## src/rtl/mem_port_arbiter_pkg.sv

```systemverilog
// Shared definitions for the memory port arbiter.
//   state_e     : FSM state encoding (IDLE=0, DATA=1, INSTR=2, DONE=3)
//   ABORT_DATA  : value captured when an access times out
//   CNT_W       : width of the bus-wait timeout counter
package mem_arb_pkg;

    localparam int          CNT_W      = 10;
    localparam logic [31:0] ABORT_DATA = 32'h0;

    typedef enum logic [1:0] {
        IDLE  = 2'd0,
        DATA  = 2'd1,
        INSTR = 2'd2,
        DONE  = 2'd3
    } state_e;

endpackage

```

## src/rtl/mem_port_arbiter_if.sv

```systemverilog
// Shared single-ported memory bus between the arbiter (master) and the
// SoC interconnect (slave).
//   bus_req_o / bus_we_o / bus_addr_o / bus_wdata_o / bus_be_o : master -> slave
//   bus_rdata_i / bus_ack_i                                     : slave -> master
//
// Handshake: the master raises bus_req_o together with the address, write
// data, byte enables and bus_we_o and holds all of them unchanged until the
// cycle in which the slave returns bus_ack_i=1; that cycle completes the
// transfer and bus_rdata_i is valid only in it. On the following edge the
// master either drops bus_req_o or presents the next access. A request may
// also be withdrawn without an ack by reset or by the master's timeout.
interface mem_port_arbiter_if;

    logic        bus_req_o;
    logic        bus_we_o;
    logic [31:0] bus_addr_o;
    logic [31:0] bus_wdata_o;
    logic [3:0]  bus_be_o;
    logic [31:0] bus_rdata_i;
    logic        bus_ack_i;

    modport master (
        output bus_req_o, bus_we_o, bus_addr_o, bus_wdata_o, bus_be_o,
        input  bus_rdata_i, bus_ack_i
    );

    modport slave (
        input  bus_req_o, bus_we_o, bus_addr_o, bus_wdata_o, bus_be_o,
        output bus_rdata_i, bus_ack_i
    );

endinterface

```

## src/rtl/mem_port_arbiter_timeout.sv

```systemverilog
// Bus-wait timeout counter.
//   clk_i, rst_i : clock, synchronous active-low reset
//   clear_i      : restart counting from zero (no access outstanding, or acked)
//   enable_i     : a request is waiting without an ack this cycle
//   limit_i      : number of waiting cycles allowed
//   expired_o    : this waiting cycle is the limit_i-th one; abort the access
module arb_timeout_counter
    import mem_arb_pkg::*;
(
    input  logic             clk_i,
    input  logic             rst_i,
    input  logic             clear_i,
    input  logic             enable_i,
    input  logic [CNT_W-1:0] limit_i,
    output logic             expired_o
);

    logic [CNT_W-1:0] cnt_q, cnt_d;

    // Flag the cycle in which the increment would reach the limit, so the
    // request stays up for exactly limit_i cycles.
    assign expired_o = enable_i && (({1'b0, cnt_q} + 1'b1) == {1'b0, limit_i});

    always_comb begin
        cnt_d = cnt_q;
        // Self-clear on expiry so a following access starts from zero even
        // though the bus request never dropped in between.
        if (clear_i || expired_o) begin
            cnt_d = '0;
        end else if (enable_i) begin
            cnt_d = cnt_q + 1'b1;
        end
    end

    always_ff @(posedge clk_i) begin
        if (!rst_i) begin
            cnt_q <= '0;
        end else begin
            cnt_q <= cnt_d;
        end
    end

endmodule

```

## src/rtl/mem_port_arbiter.sv

```systemverilog
// Serialises the CPU data access and instruction fetch of one pipeline step
// onto a single memory bus (data first, then fetch) and pulses mem_ready_o
// once both have finished.
//   clk_i, rst_i          : clock, synchronous active-low reset
//   instr_*               : fetch request / address / fetched instruction
//   data_*                : data read/write request, address, write data,
//                           byte enables, read data
//   mem_ready_o           : one-cycle step-complete strobe
//   error_o               : sticky bus-timeout flag
//   bus                   : shared memory bus (master side)
//   state_o               : current FSM state, for observation
module mem_port_arbiter
    import mem_arb_pkg::*;
#(
    parameter int TIMEOUT_CYCLES = 255
) (
    input  logic                clk_i,
    input  logic                rst_i,
    input  logic                instr_rd_i,
    input  logic [31:0]         instr_addr_i,
    output logic [31:0]         instr_data_o,
    input  logic                data_rd_i,
    input  logic                data_wr_i,
    input  logic [31:0]         data_addr_i,
    input  logic [31:0]         data_wdata_i,
    input  logic [3:0]          data_be_i,
    output logic [31:0]         data_rdata_o,
    output logic                mem_ready_o,
    output logic                error_o,
    mem_port_arbiter_if.master  bus,
    output state_e              state_o
);

    localparam logic [CNT_W-1:0] LIMIT = CNT_W'(TIMEOUT_CYCLES);

    state_e      state_q, state_d;
    logic        instr_rd_q, instr_rd_d;
    logic [31:0] instr_addr_q, instr_addr_d;
    logic        data_rd_q, data_rd_d;
    logic        data_wr_q, data_wr_d;
    logic [31:0] data_addr_q, data_addr_d;
    logic [31:0] data_wdata_q, data_wdata_d;
    logic [3:0]  data_be_q, data_be_d;
    logic [31:0] instr_data_q, instr_data_d;
    logic [31:0] data_rdata_q, data_rdata_d;
    logic        mem_ready_q, mem_ready_d;
    logic        error_q, error_d;
    logic        bus_req_q, bus_req_d;
    logic        bus_we_q, bus_we_d;
    logic [31:0] bus_addr_q, bus_addr_d;
    logic [31:0] bus_wdata_q, bus_wdata_d;
    logic [3:0]  bus_be_q, bus_be_d;

    logic expired;
    logic done;

    // Request as seen this cycle: the live inputs while they are being
    // captured in IDLE, the captured copy afterwards.
    logic        eff_wr;
    logic [31:0] eff_daddr, eff_wdata, eff_iaddr;
    logic [3:0]  eff_be;

    arb_timeout_counter u_timeout (
        .clk_i     (clk_i),
        .rst_i     (rst_i),
        .clear_i   (!bus_req_q || bus.bus_ack_i),
        .enable_i  (bus_req_q && !bus.bus_ack_i),
        .limit_i   (LIMIT),
        .expired_o (expired)
    );

    assign done = bus.bus_ack_i || expired;

    always_comb begin
        state_d      = state_q;
        instr_rd_d   = instr_rd_q;
        instr_addr_d = instr_addr_q;
        data_rd_d    = data_rd_q;
        data_wr_d    = data_wr_q;
        data_addr_d  = data_addr_q;
        data_wdata_d = data_wdata_q;
        data_be_d    = data_be_q;
        instr_data_d = instr_data_q;
        data_rdata_d = data_rdata_q;
        error_d      = error_q;

        case (state_q)
            IDLE: begin
                instr_rd_d   = instr_rd_i;
                instr_addr_d = instr_addr_i;
                data_rd_d    = data_rd_i;
                data_wr_d    = data_wr_i;
                data_addr_d  = data_addr_i;
                data_wdata_d = data_wdata_i;
                data_be_d    = data_be_i;
                if (data_rd_i || data_wr_i) begin
                    state_d = DATA;
                end else if (instr_rd_i) begin
                    state_d = INSTR;
                end else begin
                    state_d = DONE;
                end
            end
            DATA: begin
                if (done) begin
                    // A plain write leaves the read data alone; a combined
                    // read+write is performed as a write and reads back zero.
                    if (data_wr_q) begin
                        if (data_rd_q) begin
                            data_rdata_d = 32'h0;
                        end
                    end else begin
                        data_rdata_d = bus.bus_ack_i ? bus.bus_rdata_i : ABORT_DATA;
                    end
                    if (expired) begin
                        error_d = 1'b1;
                    end
                    state_d = instr_rd_q ? INSTR : DONE;
                end
            end
            INSTR: begin
                if (done) begin
                    instr_data_d = bus.bus_ack_i ? bus.bus_rdata_i : ABORT_DATA;
                    if (expired) begin
                        error_d = 1'b1;
                    end
                    state_d = DONE;
                end
            end
            default: begin
                state_d = IDLE;
            end
        endcase
    end

    always_comb begin
        eff_wr    = (state_q == IDLE) ? data_wr_i    : data_wr_q;
        eff_daddr = (state_q == IDLE) ? data_addr_i  : data_addr_q;
        eff_wdata = (state_q == IDLE) ? data_wdata_i : data_wdata_q;
        eff_be    = (state_q == IDLE) ? data_be_i    : data_be_q;
        eff_iaddr = (state_q == IDLE) ? instr_addr_i : instr_addr_q;
    end

    // Bus outputs are registered, so they are derived from the state being
    // entered; values recompute identically while a request waits.
    always_comb begin
        bus_req_d   = 1'b0;
        bus_we_d    = 1'b0;
        bus_addr_d  = 32'h0;
        bus_wdata_d = 32'h0;
        bus_be_d    = 4'h0;
        mem_ready_d = (state_d == DONE);
        case (state_d)
            DATA: begin
                bus_req_d   = 1'b1;
                bus_we_d    = eff_wr;
                bus_addr_d  = eff_daddr;
                bus_wdata_d = eff_wdata;
                bus_be_d    = eff_wr ? eff_be : 4'hF;
            end
            INSTR: begin
                bus_req_d   = 1'b1;
                bus_addr_d  = eff_iaddr;
                bus_be_d    = 4'hF;
            end
            default: begin
            end
        endcase
    end

    always_ff @(posedge clk_i) begin
        if (!rst_i) begin
            state_q      <= IDLE;
            instr_rd_q   <= 1'b0;
            instr_addr_q <= 32'h0;
            data_rd_q    <= 1'b0;
            data_wr_q    <= 1'b0;
            data_addr_q  <= 32'h0;
            data_wdata_q <= 32'h0;
            data_be_q    <= 4'h0;
            instr_data_q <= 32'h0;
            data_rdata_q <= 32'h0;
            mem_ready_q  <= 1'b0;
            error_q      <= 1'b0;
            bus_req_q    <= 1'b0;
            bus_we_q     <= 1'b0;
            bus_addr_q   <= 32'h0;
            bus_wdata_q  <= 32'h0;
            bus_be_q     <= 4'h0;
        end else begin
            state_q      <= state_d;
            instr_rd_q   <= instr_rd_d;
            instr_addr_q <= instr_addr_d;
            data_rd_q    <= data_rd_d;
            data_wr_q    <= data_wr_d;
            data_addr_q  <= data_addr_d;
            data_wdata_q <= data_wdata_d;
            data_be_q    <= data_be_d;
            instr_data_q <= instr_data_d;
            data_rdata_q <= data_rdata_d;
            mem_ready_q  <= mem_ready_d;
            error_q      <= error_d;
            bus_req_q    <= bus_req_d;
            bus_we_q     <= bus_we_d;
            bus_addr_q   <= bus_addr_d;
            bus_wdata_q  <= bus_wdata_d;
            bus_be_q     <= bus_be_d;
        end
    end

    assign instr_data_o    = instr_data_q;
    assign data_rdata_o    = data_rdata_q;
    assign mem_ready_o     = mem_ready_q;
    assign error_o         = error_q;
    assign state_o         = state_q;
    assign bus.bus_req_o   = bus_req_q;
    assign bus.bus_we_o    = bus_we_q;
    assign bus.bus_addr_o  = bus_addr_q;
    assign bus.bus_wdata_o = bus_wdata_q;
    assign bus.bus_be_o    = bus_be_q;

endmodule

```

## src/flat_wrapper.sv

```systemverilog
// flat-port wrapper written by rule: the top's interface ports become plain ports
module mem_port_arbiter_flat import mem_arb_pkg::*;
#(
    parameter int TIMEOUT_CYCLES = 255
)
  (clk_i, rst_i, instr_rd_i, instr_addr_i, instr_data_o, data_rd_i, data_wr_i, data_addr_i, data_wdata_i, data_be_i, data_rdata_o, mem_ready_o, error_o, state_o, bus_bus_req_o, bus_bus_we_o, bus_bus_addr_o, bus_bus_wdata_o, bus_bus_be_o, bus_bus_rdata_i, bus_bus_ack_i);
  mem_port_arbiter_if bus_i ();
  input  logic clk_i;
  input  logic rst_i;
  input  logic instr_rd_i;
  input  logic [31:0] instr_addr_i;
  output logic [31:0] instr_data_o;
  input  logic data_rd_i;
  input  logic data_wr_i;
  input  logic [31:0] data_addr_i;
  input  logic [31:0] data_wdata_i;
  input  logic [3:0] data_be_i;
  output logic [31:0] data_rdata_o;
  output logic mem_ready_o;
  output logic error_o;
  output state_e state_o;
  output wire logic [$bits(bus_i.bus_req_o)-1:0] bus_bus_req_o;
  output wire logic [$bits(bus_i.bus_we_o)-1:0] bus_bus_we_o;
  output wire logic [$bits(bus_i.bus_addr_o)-1:0] bus_bus_addr_o;
  output wire logic [$bits(bus_i.bus_wdata_o)-1:0] bus_bus_wdata_o;
  output wire logic [$bits(bus_i.bus_be_o)-1:0] bus_bus_be_o;
  input wire logic [$bits(bus_i.bus_rdata_i)-1:0] bus_bus_rdata_i;
  input wire logic [$bits(bus_i.bus_ack_i)-1:0] bus_bus_ack_i;
  assign bus_bus_req_o = bus_i.bus_req_o;
  assign bus_bus_we_o = bus_i.bus_we_o;
  assign bus_bus_addr_o = bus_i.bus_addr_o;
  assign bus_bus_wdata_o = bus_i.bus_wdata_o;
  assign bus_bus_be_o = bus_i.bus_be_o;
  assign bus_i.bus_rdata_i = bus_bus_rdata_i;
  assign bus_i.bus_ack_i = bus_bus_ack_i;
  mem_port_arbiter #(.TIMEOUT_CYCLES(TIMEOUT_CYCLES)) u_core (.clk_i(clk_i), .rst_i(rst_i), .instr_rd_i(instr_rd_i), .instr_addr_i(instr_addr_i), .instr_data_o(instr_data_o), .data_rd_i(data_rd_i), .data_wr_i(data_wr_i), .data_addr_i(data_addr_i), .data_wdata_i(data_wdata_i), .data_be_i(data_be_i), .data_rdata_o(data_rdata_o), .mem_ready_o(mem_ready_o), .error_o(error_o), .bus(bus_i), .state_o(state_o));
endmodule
```

## config.mk

```make
export PLATFORM = sky130hd
export DESIGN_NAME = mem_port_arbiter_flat
export DESIGN_NICKNAME = d
export VERILOG_FILES = /design/src/rtl/mem_port_arbiter_pkg.sv /design/src/rtl/mem_port_arbiter_if.sv /design/src/rtl/mem_port_arbiter_timeout.sv /design/src/rtl/mem_port_arbiter.sv /design/src/flat_wrapper.sv
export SDC_FILE = /design/constraint.sdc
export NUM_CORES = 1
export LEC_CHECK = 0
export CORE_AREA = 8 8 209 191
export CTS_BUF_LIST = sky130_fd_sc_hd__clkbuf_16
export DETAILED_ROUTE_END_ITERATION = 8
export DIE_AREA = 0 0 217 199
export SYNTH_ARGS = -nofsm -noshare
export SYNTH_HDL_FRONTEND = slang
export SYNTH_HIERARCHICAL = 1
export SYNTH_SLANG_ARGS = --single-unit
```

## constraint.sdc

```tcl
create_clock -name clk_i -period 3.1 [get_ports clk_i]
set_input_delay 0.31 -clock clk_i [delete_from_list [all_inputs] [get_ports clk_i]]
set_output_delay 0.31 -clock clk_i [all_outputs]
set_load 0.05 [all_outputs]
```

==> results.py, run 1 <==
metrics = {
    "outcome": {
        "status": "finished clean",
    },
    "power": {
        "pwr-share-clk": 0.291,
        "vdd_ir_drop_max_uv": 511,
        "power_frac_seq": 0.347,
        "switching_share": 0.343,
        "p_comb_frac": 0.362,
        "leakage_nw": 5.73,
        "switchingPower_w": 0.00381,
        "p_int_w": 0.00729,
        "powerDensity_nw_per_um2": 781,
        "power_w": 0.0111,
    },
    "sta": {
        "finalSetupViolCount": 0,
        "setup_tns_ns": 0,
        "hold_viol": 0,
        "tightest_slew_ns": 0.815,
        "worst_clock_skew_ns": 0.0142,
        "finalMaxSlewViolations": 0,
        "min_period_over_period": 0.960,
        "max_freq_mhz": 336,
        "slew_headroom": 0.456,
        "finalCriticalPeriod_ns": 2.98,
        "finalWorstSetupSlack_ns": 0.123,
    },
    "layout": {
        "layout-drive-gt1-share": 0.127,
        "nets": 1358,
        "postLayoutCellArea_um2": 14200,
        "fin_util": 0.389,
        "area_growth_pct": 46.6,
    },
    "floorplan": {
        "core_area_um2": 36600,
        "rows": 67,
        "die_x_um": 217,
        "initial_utilization": 0.265,
        "die_area_um2": 43200,
        "io_pins": 276,
        "die_height_um": 199,
    },
    "routing": {
        "dr.pass1.iters": 4,
        "post-route-drc-count": 0,
        "drt-total-wl_um": 29000,
        "ant_nets": 0,
        "vias": 7344,
        "via_per_inst": 4.28,
        "first_iter_violations": 266,
        "avgRoutedWirePerCell_um": 16.9,
    },
    "clock_network": {
        "h-tree-depth": 1,
        "ctsHoldBuffers": 0,
        "cts_tree": "yes",
        "cts_root_buf": "clkbuf_16",
        "max-clock-path-buffers": 3,
        "clk_pin_slew_worst_paths_ns": 0.06,
        "numCtsBuffers": 29,
        "cts_sinks": 251,
        "clock_latency_ns": 0.54,
    },
    "synthesis": {
        "synth_cell_types": 54,
        "synth_cells": 916,
        "ys_seq_elements": 251,
        "yosys_warnings": 6,
        "avgSynthCellArea_um2": 10.6,
        "synth-edff-count": 0,
        "netlist_area_um2": 9700,
        "synth_flop_cell": "dfxtp_1",
        "synth_seq_area_share": 0.518,
        "synthArstFlopShare": 0,
    },
    "critical_path": {
        "slowest_delay_ns": 0.40,
        "crit_chain": "and4_1 > nand3_1 > xnor2_1 > a211oi_2 > and3_4 > or3_4 > a221oi_4 > or2_4 > ha_4 > clkinvlp_4 > clkbuf_16 > a2bb2oi_1 > nor2_1",
        "crit_type": "register to register",
        "startpoint": "u_core/u_timeout/cnt_q[3]",
        "start_kind": "register",
        "critPathMaxFanout": 12,
        "critPathSlowestCell": "dfxtp_4",
        "cp.arrival_ns": 3.46,
        "cp_data_required_time_ns": 3.58,
        "rr_startpoint": "u_core/u_timeout/cnt_q[3]",
        "cp-end-kind": "register",
    },
    "place": {
        "place.gp.congestion": 0.803,
        "placed_area_um2": 13100,
        "dp_hpwl_um": 19100,
        "io_buffer_count": 275,
        "pre_cts_slack_ns": -0.227,
    },
    "grt": {
        "grt_pass1_wl_um": 43300,
        "grt_max_degree": 118,
        "grt_pass1_vias": 7501,
        "antenna_found_initial": 2,
        "grt.overflow.total": 0,
        "grt_usage": 0.125,
    },
    "min_path": {
        "hold_class": "input pin to register",
        "min-delay-start": "rst_i",
    },
    "run": {
        "maxCapViolCount": 0,
    },
}
-- cell usage in the layout, fill, tap and decap left out, drive strengths merged, types with 3 or more instances in the layout --
cell type and instances:
o21ai 5, a21oi 8, xor2 7, nand2 76, a2bb2oi 27, nor2 37
nor2b 104, dfxtp 251, clkbuf 32, mux2 36, clkdlybuf4s50 274, inv 12
clkinv 17, conb 20, nand2b 4, and2 73, nand3 9, mux2i 100
nand4 4, buf 36, a31oi 11, nor3 3, ha 8, or3 3
a22oi 36, xnor2 12
-- repair_timing --
| item | 4_1_cts | 5_1_grt |
|---|---|---|
| pin swaps | 1 | 10 |
| endpoints found under the setup margin | 34 | 70 |
| setup buffers | 0 | 5 |
| cloned | 0 | 3 |
| gates resized for setup | 4 | 30 |
-- area by class of cell --
type / count / area (um^2)
Multi-Input combinational cell: 607 / 4460
Clock buffer: 29 / 726
Timing Repair Buffer: 313 / 3170
Tap cell: 483 / 604
Clock inverter: 23 / 170
Antenna cell: 1 / 2.50
Fill cell: 3648 / 22300
Inverter: 10 / 41.3
Sequential cell: 251 / 5040
-- power groups by stage --
stage               combinational, W  sequential, W  clock, W
CTS                          0.00383        0.00387   0.00336
detailed placement           0.00382        0.00394         0
finish                       0.00401        0.00386   0.00323
global placement             0.00378        0.00393         0
floorplan                    0.00176        0.00474         0
global route                 0.00430        0.00390   0.00349
-- sequential cells by signal (all words and copies together), names as in the netlist --
register,cells
u_core/bus.bus_be_o,4
u_core/instr_data_o,32
u_core/bus.bus_wdata_o,32
u_core/data_rd_q,1
u_core/instr_addr_q,32
u_core/bus.bus_req_o,1
u_core/instr_rd_q,1
u_core/data_rdata_o,32
u_core/data_addr_q,32
u_core/data_wr_q,1
u_core/mem_ready_o,1
u_core/bus.bus_addr_o,32
u_core/data_wdata_q,32
u_core/bus.bus_we_o,1
u_core/state_o,2
u_core/data_be_q,4
u_core/error_o,1
u_core/u_timeout/cnt_q,10
-- per-stage QoR --
| stage | hold slack [ns] | instances |
|---|---|---|
| detailed placement | 0.452 | 1656 |
| global placement | 0.443 | 1656 |
| global route | 0.329 | 1717 |
| finish | 0.298 | 1717 |
| CTS | 0.277 | 1708 |
| floorplan | 0.449 | 934 |
-- synth_stat cells, types with 6 or more instances --
| library cell | instances | area (um^2) |
|---|---|---|
| buf_4 | 6 | 45.0 |
| xor2_1 | 7 | 61.3 |
| buf_6 | 11 | 124 |
| mux2_2 | 23 | 259 |
| dfxtp_1 | 251 | 5020 |
| mux2i_1 | 100 | 1000 |
| xnor2_1 | 12 | 105 |
| a22oi_1 | 32 | 240 |
| mux2_4 | 13 | 195 |
| clkbuf_1 | 28 | 105 |
| nand2_1 | 76 | 285 |
| inv_1 | 9 | 33.8 |
| nand3_1 | 9 | 45.0 |
| buf_2 | 18 | 90.1 |
| a2bb2oi_1 | 27 | 236 |
| ha_1 | 8 | 100 |
| nor2_1 | 37 | 139 |
| nor2b_1 | 104 | 651 |
| a21oi_1 | 8 | 40.0 |
| and2_1 | 72 | 450 |
| a31oi_1 | 11 | 68.8 |
-- routing by layer --
layer | global-route usage | vias to the layer above | routed length (um)
li1 | - | 3665 | -
met1 | 0.151 | 3411 | 12600
met2 | 0.201 | 222 | 12900
met3 | 0.0549 | 44 | 2780
met4 | 0.0325 | 2 | 652
met5 | 0 | - | 9
-- worst paths after layout --
check,end,slack (ns),depth (start not counted)
min,u_core/data_rdata_o[8],0.30,3
min reg2reg,u_core/data_rdata_o[26],0.46,2
max reg2reg,u_core/bus.bus_addr_o[7],0.12,13
max,u_core/bus.bus_addr_o[7],0.12,13
-- critical path, delay by kind of cell (launching register included) --
kind	cells	cell delay (ns)
xor+xnor	1	0.24
buf+inv	2	0.38
flops	1	0.40
compound gates	3	0.53
simple gates	6	1.19
fa+ha+maj	1	0.15
-- cells by family (layout without fill, tap and decap cells) --
family          count (synthesis)  in the layout  share of synthesized area
compound gates                101            101                     0.0817
xor+xnor                       19             19                     0.0172
fa+ha+maj                       8              8                     0.0103
buf+inv                        76            375                     0.0427
flops                         251            251                      0.518
mux                           136            136                      0.150
other cells                     2             21                   0.000774
simple gates                  323            323                      0.179
Note: power is estimated with default switching activity, not from simulation.
==> run 2, diff against run 1 <==
CORE_AREA = 8 8 199 201   (was 8 8 209 191)
DIE_AREA = 0 0 207 209   (was 0 0 217 199)
RECOVER_POWER = 100   (was not set)
==> results.py, run 2 (synthesis results as in run 1) <==
metrics = {
    "layout": {
        "area_growth_pct": 49.7,
        "layout-drive-gt1-share": 0.157,
        "fin_util": 0.400,
        "fillCellCount": 3550,
        "layout.cells.non_filler": 1730,
        "nets": 1384,
        "layout_commonest_cell": "clkdlybuf4s50_1",
        "final_cell_mix": "clkdlybuf4s50_1, dfxtp_1, nor2b_1",
        "postLayoutCellArea_um2": 14500,
    },
    "critical_path": {
        "crit_chain": "buf_4 > and2_1 > buf_6 > a21oi_2 > a2111o_1 > a211oi_4 > and3_4 > buf_6 > or3_4 > a221oi_4 > nor2_2 > ha_4 > nand2b_4 > inv_4 > buf_4 > and2_1",
        "r2r_slack_ns": 0.02,
        "slowest_delay_ns": 0.37,
        "critPathMaxFanout": 6,
        "r2r_end": "u_core/bus.bus_addr_o[31]",
        "worstRegToRegCells": 16,
        "crit_type": "register to register",
        "cp.arrival_ns": 3.51,
        "cp_data_required_time_ns": 3.54,
        "cp-end-kind": "register",
        "start_kind": "register",
        "rr_startpoint": "u_core/u_timeout/cnt_q[1]",
        "critPathSlowestCell": "or3_4",
    },
    "sta": {
        "min_period_over_period": 0.992,
        "worst_clock_skew_ns": 0.0162,
        "finalSetupViolCount": 0,
        "tightest_slew_ns": 0.818,
        "hold_ws_ns": 0.254,
        "max_freq_mhz": 325,
        "rsz0062_at_grt": "yes",
        "hold_viol": 0,
        "finalMaxSlewViolations": 0,
        "finalCriticalPeriod_ns": 3.08,
        "slew_headroom": 0.455,
    },
    "clock_network": {
        "max-clock-path-buffers": 3,
        "clock_latency_ns": 0.56,
        "cts_root_buf": "clkbuf_16",
        "cts_tree": "yes",
        "h-tree-depth": 1,
        "cts_sinks": 251,
        "numCtsBuffers": 29,
        "clk_pin_slew_worst_paths_ns": 0.06,
    },
    "power": {
        "pwr-share-clk": 0.275,
        "p_comb_frac": 0.382,
        "switchingPower_w": 0.00393,
        "power_w": 0.0113,
        "powerDensity_nw_per_um2": 779,
        "power_frac_seq": 0.342,
        "switching_share": 0.347,
        "vdd_ir_drop_max_uv": 512,
        "leakage_nw": 5.84,
        "p_int_w": 0.00738,
    },
    "grt": {
        "antenna_found_initial": 2,
        "grt_pass1_vias": 7706,
        "grt_max_degree": 103,
        "grt_pass1_wl_um": 44200,
        "grt_usage": 0.126,
        "grt.overflow.total": 0,
    },
    "min_path": {
        "hold_end": "u_core/error_o",
        "min-delay-start": "rst_i",
        "hold_class": "input pin to register",
        "hold_depth": 2,
    },
    "floorplan": {
        "die_height_um": 209,
        "die_x_um": 207,
        "io_pins": 276,
        "initial_utilization": 0.267,
        "die_area_um2": 43300,
        "core_area_um2": 36300,
        "rows": 70,
    },
    "outcome": {
        "status": "finished clean",
    },
    "place": {
        "dp_hpwl_um": 19700,
        "dp.cells": 1664,
        "placed_area_um2": 13200,
        "io_buffer_count": 275,
        "place.gp.congestion": 0.859,
    },
    "routing": {
        "via_per_inst": 4.32,
        "avgRoutedWirePerCell_um": 17.0,
        "dr.pass1.iters": 4,
        "drt-total-wl_um": 29500,
        "post-route-drc-count": 0,
        "vias": 7481,
        "ant_nets": 0,
        "first_iter_violations": 272,
    },
    "run": {
        "maxCapViolCount": 0,
    },
}
==> run 2: how the worst max path moves through the flow <==
stage | endpoint | from | slack, ns
final | u_core/bus.bus_addr_o[31] | u_core/u_timeout/cnt_q[1] | 0.02
after global routing | u_core/bus.bus_addr_o[31] | u_core/u_timeout/cnt_q[1] | -0.12
after CTS | u_core/bus.bus_addr_o[31] | u_core/u_timeout/cnt_q[0] | 0.003
after detailed placement | u_core/bus.bus_be_o[3] | u_core/u_timeout/cnt_q[0] | -0.20
after global placement | u_core/bus.bus_be_o[3] | bus_bus_ack_i | -0.14
after floorplan | u_core/bus.bus_addr_o[10] | u_core/bus.bus_req_o | -0.03
==> run 2: area by class of cell <==
type                            instances  area [um^2]  share of cell area
Clock buffer                           29          726              0.0500
Clock inverter                         24          143             0.00982
Inverter                               10         47.5             0.00327
Sequential cell                       251         5030               0.347
Tap cell                              468          586              0.0403
Timing Repair Buffer                  339         3410               0.235
Antenna cell                            2         5.00            0.000345
Multi-Input combinational cell        607         4570               0.315
==> run 2: power groups by stage <==
| stage | combinational (W) | sequential (W) | clock [W] |
|---|---|---|---|
| 2_1_floorplan | 0.00176 | 0.00474 | 0 |
| 4_1_cts | 0.00392 | 0.00388 | 0.00323 |
| 5_1_grt | 0.00459 | 0.00392 | 0.00336 |
| 3_5_place_dp | 0.00385 | 0.00394 | 0 |
| 6_report | 0.00432 | 0.00387 | 0.00311 |
| 3_3_place_gp | 0.00383 | 0.00393 | 0 |
==> run 2: per-stage QoR <==
stage                     setup TNS (ns)  setup WS [ns]
after floorplan                   -0.591        -0.0295
after global placement             -1.72         -0.140
after detailed placement           -5.00         -0.201
after CTS                              0        0.00311
after global routing               -1.77         -0.115
final                                  0         0.0246
==> run 2: per-layer routing <==
metal  track usage  vias to the layer above  part of all wire
met3        0.0491                       50             0.075
met5             0                        -                 0
met1         0.149                     3503              0.44
li1              -                     3715                 -
met2         0.208                      213              0.46
met4        0.0402                        0             0.025
==> run 2: what timing repair did <==
action | in CTS | in global routing
endpoints found under the hold margin | 0 | 0
buffers inserted | 0 | 7
resized for setup | 15 | 60
pin swaps | 5 | 16
endpoints found under the setup margin | 66 | 69
gates cloned | 0 | 5
hold buffers | 0 | 0
==> run 2: worst max-delay path, delay by kind of cell (launching register included) <==
family / cells / cell delay [ns]
and+or+nand+nor: 6 / 1.17
AOI/OAI and AO/OA: 4 / 0.63
buffers and inverters: 5 / 0.58
DFF: 1 / 0.33
adders and majority gates: 1 / 0.27
==> run 3, diff against run 2 <==
--- a/constraint.sdc
+++ b/constraint.sdc
@@ -3,2 +3,2 @@
 set_output_delay 0.31 -clock clk_i [all_outputs]
-set_load 0.05 [all_outputs]
+set_load 0.1 [all_outputs]
==> results.py, run 3 (synthesis results as in run 1) <==
metrics = {
    "outcome": {
        "status": "finished with violations",
        "violations": "capacitance limit, slew limit",
    },
    "clock_network": {
        "cts_sinks": 251,
        "cts_root_buf": "clkbuf_16",
        "clk_pin_slew_worst_paths_ns": 0.06,
        "numCtsBuffers": 29,
        "clock_latency_ns": 0.56,
        "cts_tree": "yes",
        "h-tree-depth": 1,
        "ctsHoldBuffers": 0,
        "max-clock-path-buffers": 3,
    },
    "critical_path": {
        "cp_top_family": "compound AO/OA/AOI/OAI gates",
        "cp-end-kind": "register",
        "critPathMaxFanout": 4,
        "crit_buf_inv": 3,
        "cp.arrival_ns": 3.43,
        "start_kind": "register",
        "slowest_delay_ns": 0.32,
        "crit_chain": "buf_4 > ha_4 > xnor2_1 > nand3_1 > a2111o_1 > a211oi_2 > and3_4 > or3_1 > o221ai_2 > a21o_1 > ha_2 > nand2b_4 > inv_1 > buf_4 > and2_1",
        "crit_top_cell": "buf_4",
        "cp_data_required_time_ns": 3.55,
        "crit_type": "register to register",
        "critPathSlowestCell": "dfxtp_2",
    },
    "layout": {
        "regArea_um2": 5040,
        "postLayoutCellArea_um2": 14000,
        "multi_input_area_um2": 4380,
        "layout-drive-gt1-share": 0.109,
        "antenna_cells": 0,
        "area_growth_pct": 44.0,
        "layout_commonest_cell": "dfxtp_1",
        "fillCellCount": 3632,
        "final_cell_mix": "dfxtp_1, clkdlybuf4s50_1, dlygate4sd3_1",
        "nets": 1367,
    },
    "grt": {
        "grt.overflow.total": 0,
        "grt_pass1_wl_um": 44700,
        "grt_usage": 0.129,
        "grt_max_degree": 62,
        "antenna_found_initial": 1,
        "grt_pass1_vias": 7554,
    },
    "sta": {
        "finalCriticalPeriod_ns": 2.99,
        "setup_tns_ns": 0,
        "slew_headroom": -0.130,
        "min_period_over_period": 0.964,
        "finalMaxSlewViolations": 105,
        "finalSetupViolCount": 0,
        "hold_viol": 0,
        "tightest_slew_ns": 1.70,
        "max_freq_mhz": 335,
        "hold_ws_ns": 0.204,
        "worst_clock_skew_ns": 0.0156,
    },
    "floorplan": {
        "rows": 70,
        "die_height_um": 209,
        "core_area_um2": 36300,
        "io_pins": 276,
        "die_x_um": 207,
        "die_area_um2": 43300,
        "initial_utilization": 0.267,
    },
    "routing": {
        "ant_nets": 0,
        "first_iter_violations": 184,
        "avgRoutedWirePerCell_um": 16.9,
        "dr.pass1.iters": 4,
        "drt-total-wl_um": 28900,
        "via_per_inst": 4.30,
        "vias": 7352,
        "post-route-drc-count": 0,
    },
    "place": {
        "place.gp.congestion": 0.799,
        "placed_area_um2": 13100,
        "io_buffer_count": 275,
        "dp_hpwl_um": 20500,
    },
    "power": {
        "p_comb_frac": 0.392,
        "power_frac_seq": 0.327,
        "pwr-share-clk": 0.281,
        "leakage_nw": 6.00,
        "p_int_w": 0.00715,
        "switching_share": 0.394,
        "power_w": 0.0118,
        "switchingPower_w": 0.00465,
        "powerDensity_nw_per_um2": 845,
        "vdd_ir_drop_max_uv": 376,
    },
    "run": {
        "maxCapViolCount": 2,
    },
    "min_path": {
        "hold_class": "input pin to register",
    },
}
## run 3: cell types whose count changed in the layout (fill, tap and decap cells not counted), sizes merged
cell / delta
clkdlybuf4s50: -138
dlygate4sd3: +112
clkbuf: +27
buf: -18
clkinvlp: -3
inv: +3
bufinv: +2
clkinv: -2
diode: -2
## run 3: final timing paths
kind	from	endpoint	slack (ns)	depth (start not counted)
worst min register to register	u_core/data_rdata_o[13]	u_core/data_rdata_o[13]	0.45	2
worst min-delay path	rst_i	u_core/data_rdata_o[31]	0.20	3
worst max register to register	u_core/u_timeout/cnt_q[0]	u_core/bus.bus_addr_o[31]	0.11	15
worst max-delay path	u_core/u_timeout/cnt_q[0]	u_core/bus.bus_addr_o[31]	0.11	15
## run 3: cell type report
| class | instances | area share |
|---|---|---|
| repair buffers | 322 | 0.214 |
| clock inverters | 24 | 0.0145 |
| clock buffers | 29 | 0.0520 |
| well taps | 468 | 0.0419 |
| multi-input cells | 607 | 0.314 |
| flip-flops and latches | 251 | 0.361 |
| inverters | 10 | 0.00287 |
## run 3: power groups by stage
stage | Sequential, W | Combinational, W | Clock (W)
3_3_place_gp | 0.00394 | 0.00475 | 0
5_1_grt | 0.00391 | 0.00490 | 0.00360
3_5_place_dp | 0.00395 | 0.00478 | 0
6_report | 0.00386 | 0.00462 | 0.00332
4_1_cts | 0.00388 | 0.00484 | 0.00345
2_1_floorplan | 0.00565 | 0.00177 | 0
## run 3: worst min-delay path: stages
cell,delay [ns]
buf_4,0.22
nand2_1,0.11
mux2i_1,0.05
## run 3: repair_timing
item                       4_1_cts  5_1_grt
hold endpoints to repair         0        0
resized for setup               13       18
pin swaps                        5        5
setup endpoints to repair       36       71
setup buffers                    3        0
## run 3: layer usage
metal  vias to the layer above  track usage  wire [um]
met5                         -            0          9
met4                         2       0.0325        518
met3                        39       0.0501       2370
met2                       218        0.203      12900
met1                      3403        0.162      13200
li1                       3690            -          -
## run 3: through the flow
step	std cells	setup WS, ns	utilization
6_report	1711	0.113	0.385
5_1_grt	1711	-0.00831	0.385
4_1_cts	1711	0.00282	0.389
3_5_place_dp	1655	-0.199	0.362
3_3_place_gp	1655	-0.104	0.362
2_1_floorplan	934	0.0391	-
==> edit: new RTL, config.mk and constraints of run 2 <==
`data_addr_q` no longer has a reset.
--- a/src/rtl/mem_port_arbiter.sv
+++ b/src/rtl/mem_port_arbiter.sv
@@ -176,5 +176,4 @@
             data_rd_q    <= 1'b0;
             data_wr_q    <= 1'b0;
-            data_addr_q  <= 32'h0;
             data_wdata_q <= 32'h0;
             data_be_q    <= 4'h0;
@@ -194,5 +193,4 @@
             data_rd_q    <= data_rd_d;
             data_wr_q    <= data_wr_d;
-            data_addr_q  <= data_addr_d;
             data_wdata_q <= data_wdata_d;
             data_be_q    <= data_be_d;
@@ -209,4 +207,8 @@
     end
 
+    always_ff @(posedge clk_i) begin
+        data_addr_q <= data_addr_d;
+    end
+
     assign instr_data_o    = instr_data_q;
     assign data_rdata_o    = data_rdata_q;
Check against the original RTL: same outputs for any inputs over 4 cycles, from zero or initial values and one cycle with rst_i low; that may be too few to reach the edited logic, so the function may still have changed.
==> edit against run 2 <==
  * Cell area fell by 4.0%
  * Synthesized area fell by 1.1%
  * Largest power group unchanged
  * Die area did not move
  * Synthesized cell count fell by 3.8%
  * Worst setup slack improved by 150 ps
  * Sequential cell count did not move
  * Fmax rose by 5.2%
  * Largest cell class unchanged
  * Wire length fell by 2.5%
  * Total power fell by 1.4%
==> edit: results (changes against run 2) <==
[outcome]
status=complete, no violations

[critical_path]
rr_worst_depth=14  ; -2
slowest_stage=a2111o_1
rrSetupSlack_ps=180  ; +150 ps
worstReg2RegEnd=u_core/bus.bus_addr_o[3]
critPathMaxFanout=7  ; +1

[grt]
first_global_vias=7463  ; -3.2%
grt_use_total_pct=12.4  ; -0.18 points
grt_pass1_wl_um=43700  ; -1.2%
grt_antenna_before_repair=4  ; +2
grt_max_degree=62  ; -40%

[placement]
dp_cells=1615  ; -2.9%
gp_routability_congestion=0.777  ; -9.6%
post-place-ws_ps=-187  ; +13.4 ps
portBuffers=275  ; unchanged
dpl.hpwl_um=19500  ; -1.4%

[pwr]
ir_worst_vdd_mv=0.428  ; -16%
leakage_nw=5.56  ; -4.7%
sw_frac_of_total_pct=35.0  ; +0.31 points

[synth]
seq_area_frac_synth_pct=52.4  ; +0.56 points
netlist_top_cells_area=dfxtp_1 (52%), mux2i_1 (10%), nor2b_1 (6.5%)
synth_cell_types=55  ; +1.9%
synth_common_cells=dfxtp_1 (251), nor2b_1 (100), mux2i_1 (96)
syn_avg_cell_area_um2=10.9  ; +2.9%

[clock_network]
clk-insertion-delay-late_ps=550
post_cts_buffers=0  ; unchanged
cts_max_path_buffers=3  ; unchanged

[routing]
viasPerCell=4.32  ; about the same
routedWlPerCell_um=17.2  ; +1.1%
drt_iter0_drc=180  ; -34%

[final_layout]
fillerInstances=3577  ; +0.76%
layout-drive-gt1-share_pct=12.6  ; -3.1 points
nNetsFinal=1328  ; -4.0%
antennaDiodeCount=0  ; -2
final_cells=1668  ; -3.6%

[timing]
skew_ps=14.4  ; -1.85 ps
min_period_ps=2920  ; -152 ps
max_slew_margin_pct=20.5  ; -25 points

edit: how the worst min path moves through the flow:
| stage | from | to | slack [ps] | depth (start not counted) |
|---|---|---|---|---|
| global placement | u_core/data_rdata_o[21] | u_core/data_rdata_o[21] | 440 | 2 |
| detailed placement | u_core/data_rdata_o[20] | u_core/data_rdata_o[20] | 450 | 2 |
| global route | bus_bus_rdata_i[0] | u_core/data_rdata_o[0] | 340 | 3 |
| finish | rst_i | u_core/data_rdata_o[27] | 330 | 3 |
| CTS | bus_bus_rdata_i[10] | u_core/data_rdata_o[10] | 310 | 3 |
| floorplan | bus_bus_rdata_i[0] | u_core/data_rdata_o[0] | 450 | 2 |
edit: per-layer routing:
metal	global-route usage, %	vias up	wire, µm
met2	20.1	209	13000
met1	15.2	3380	12800
met4	3.01	8	473
li1	-	3570	-
met5	0	-	44
met3	5.10	40	2440
edit: stage by stage:
step | cell area (µm²) | total power, W
floorplan | 9670 | 0.00684
global placement | 13000 | 0.00810
detailed placement | 13000 | 0.00815
CTS | 13800 | 0.0112
global route | 13900 | 0.0117
finish | 13900 | 0.0112
edit: worst max-delay path, delay by kind of cell, from the launching register on:
family / cells / cell delay [ps]
AOI/OAI and AO/OA: 5 / 1130
adders and majority gates: 2 / 490
and+or+nand+nor: 4 / 480
DFF: 1 / 330
buffers and inverters: 2 / 270
xor gates and xnor gates: 1 / 110
edit: kinds of logic after synthesis:
family / Yosys count / share of synthesized area, %
AOI/OAI and AO/OA: 101 / 9.05
xor gates and xnor gates: 19 / 1.73
adders and majority gates: 8 / 1.04
buffers and inverters: 73 / 4.34
DFF: 251 / 52.4
muxes: 136 / 15.4
other: 2 / 0.0783
and+or+nand+nor: 291 / 16.0
edit: power by group through the flow:
stage / clock (W) / sequential, W / combinational, W
finish: 0.00299 / 0.00400 / 0.00417
global route: 0.00324 / 0.00406 / 0.00443
CTS: 0.00312 / 0.00401 / 0.00408
detailed placement: 0 / 0.00408 / 0.00407
global placement: 0 / 0.00406 / 0.00404
floorplan: 0 / 0.00495 / 0.00189
edit: final cells by class:
cell class	count	area share (%)
well taps	468	4.20
multi-input cells	575	30.9
repair buffers	316	22.7
clock buffers	29	5.21
clock inverters	20	0.628
flip-flops and latches	251	36.1
inverters	9	0.278
edit: timing repair:
item,in CTS,in global routing
resized for setup,3,29
cloned,0,4
pin swaps,0,7
endpoints found under the setup margin,20,57
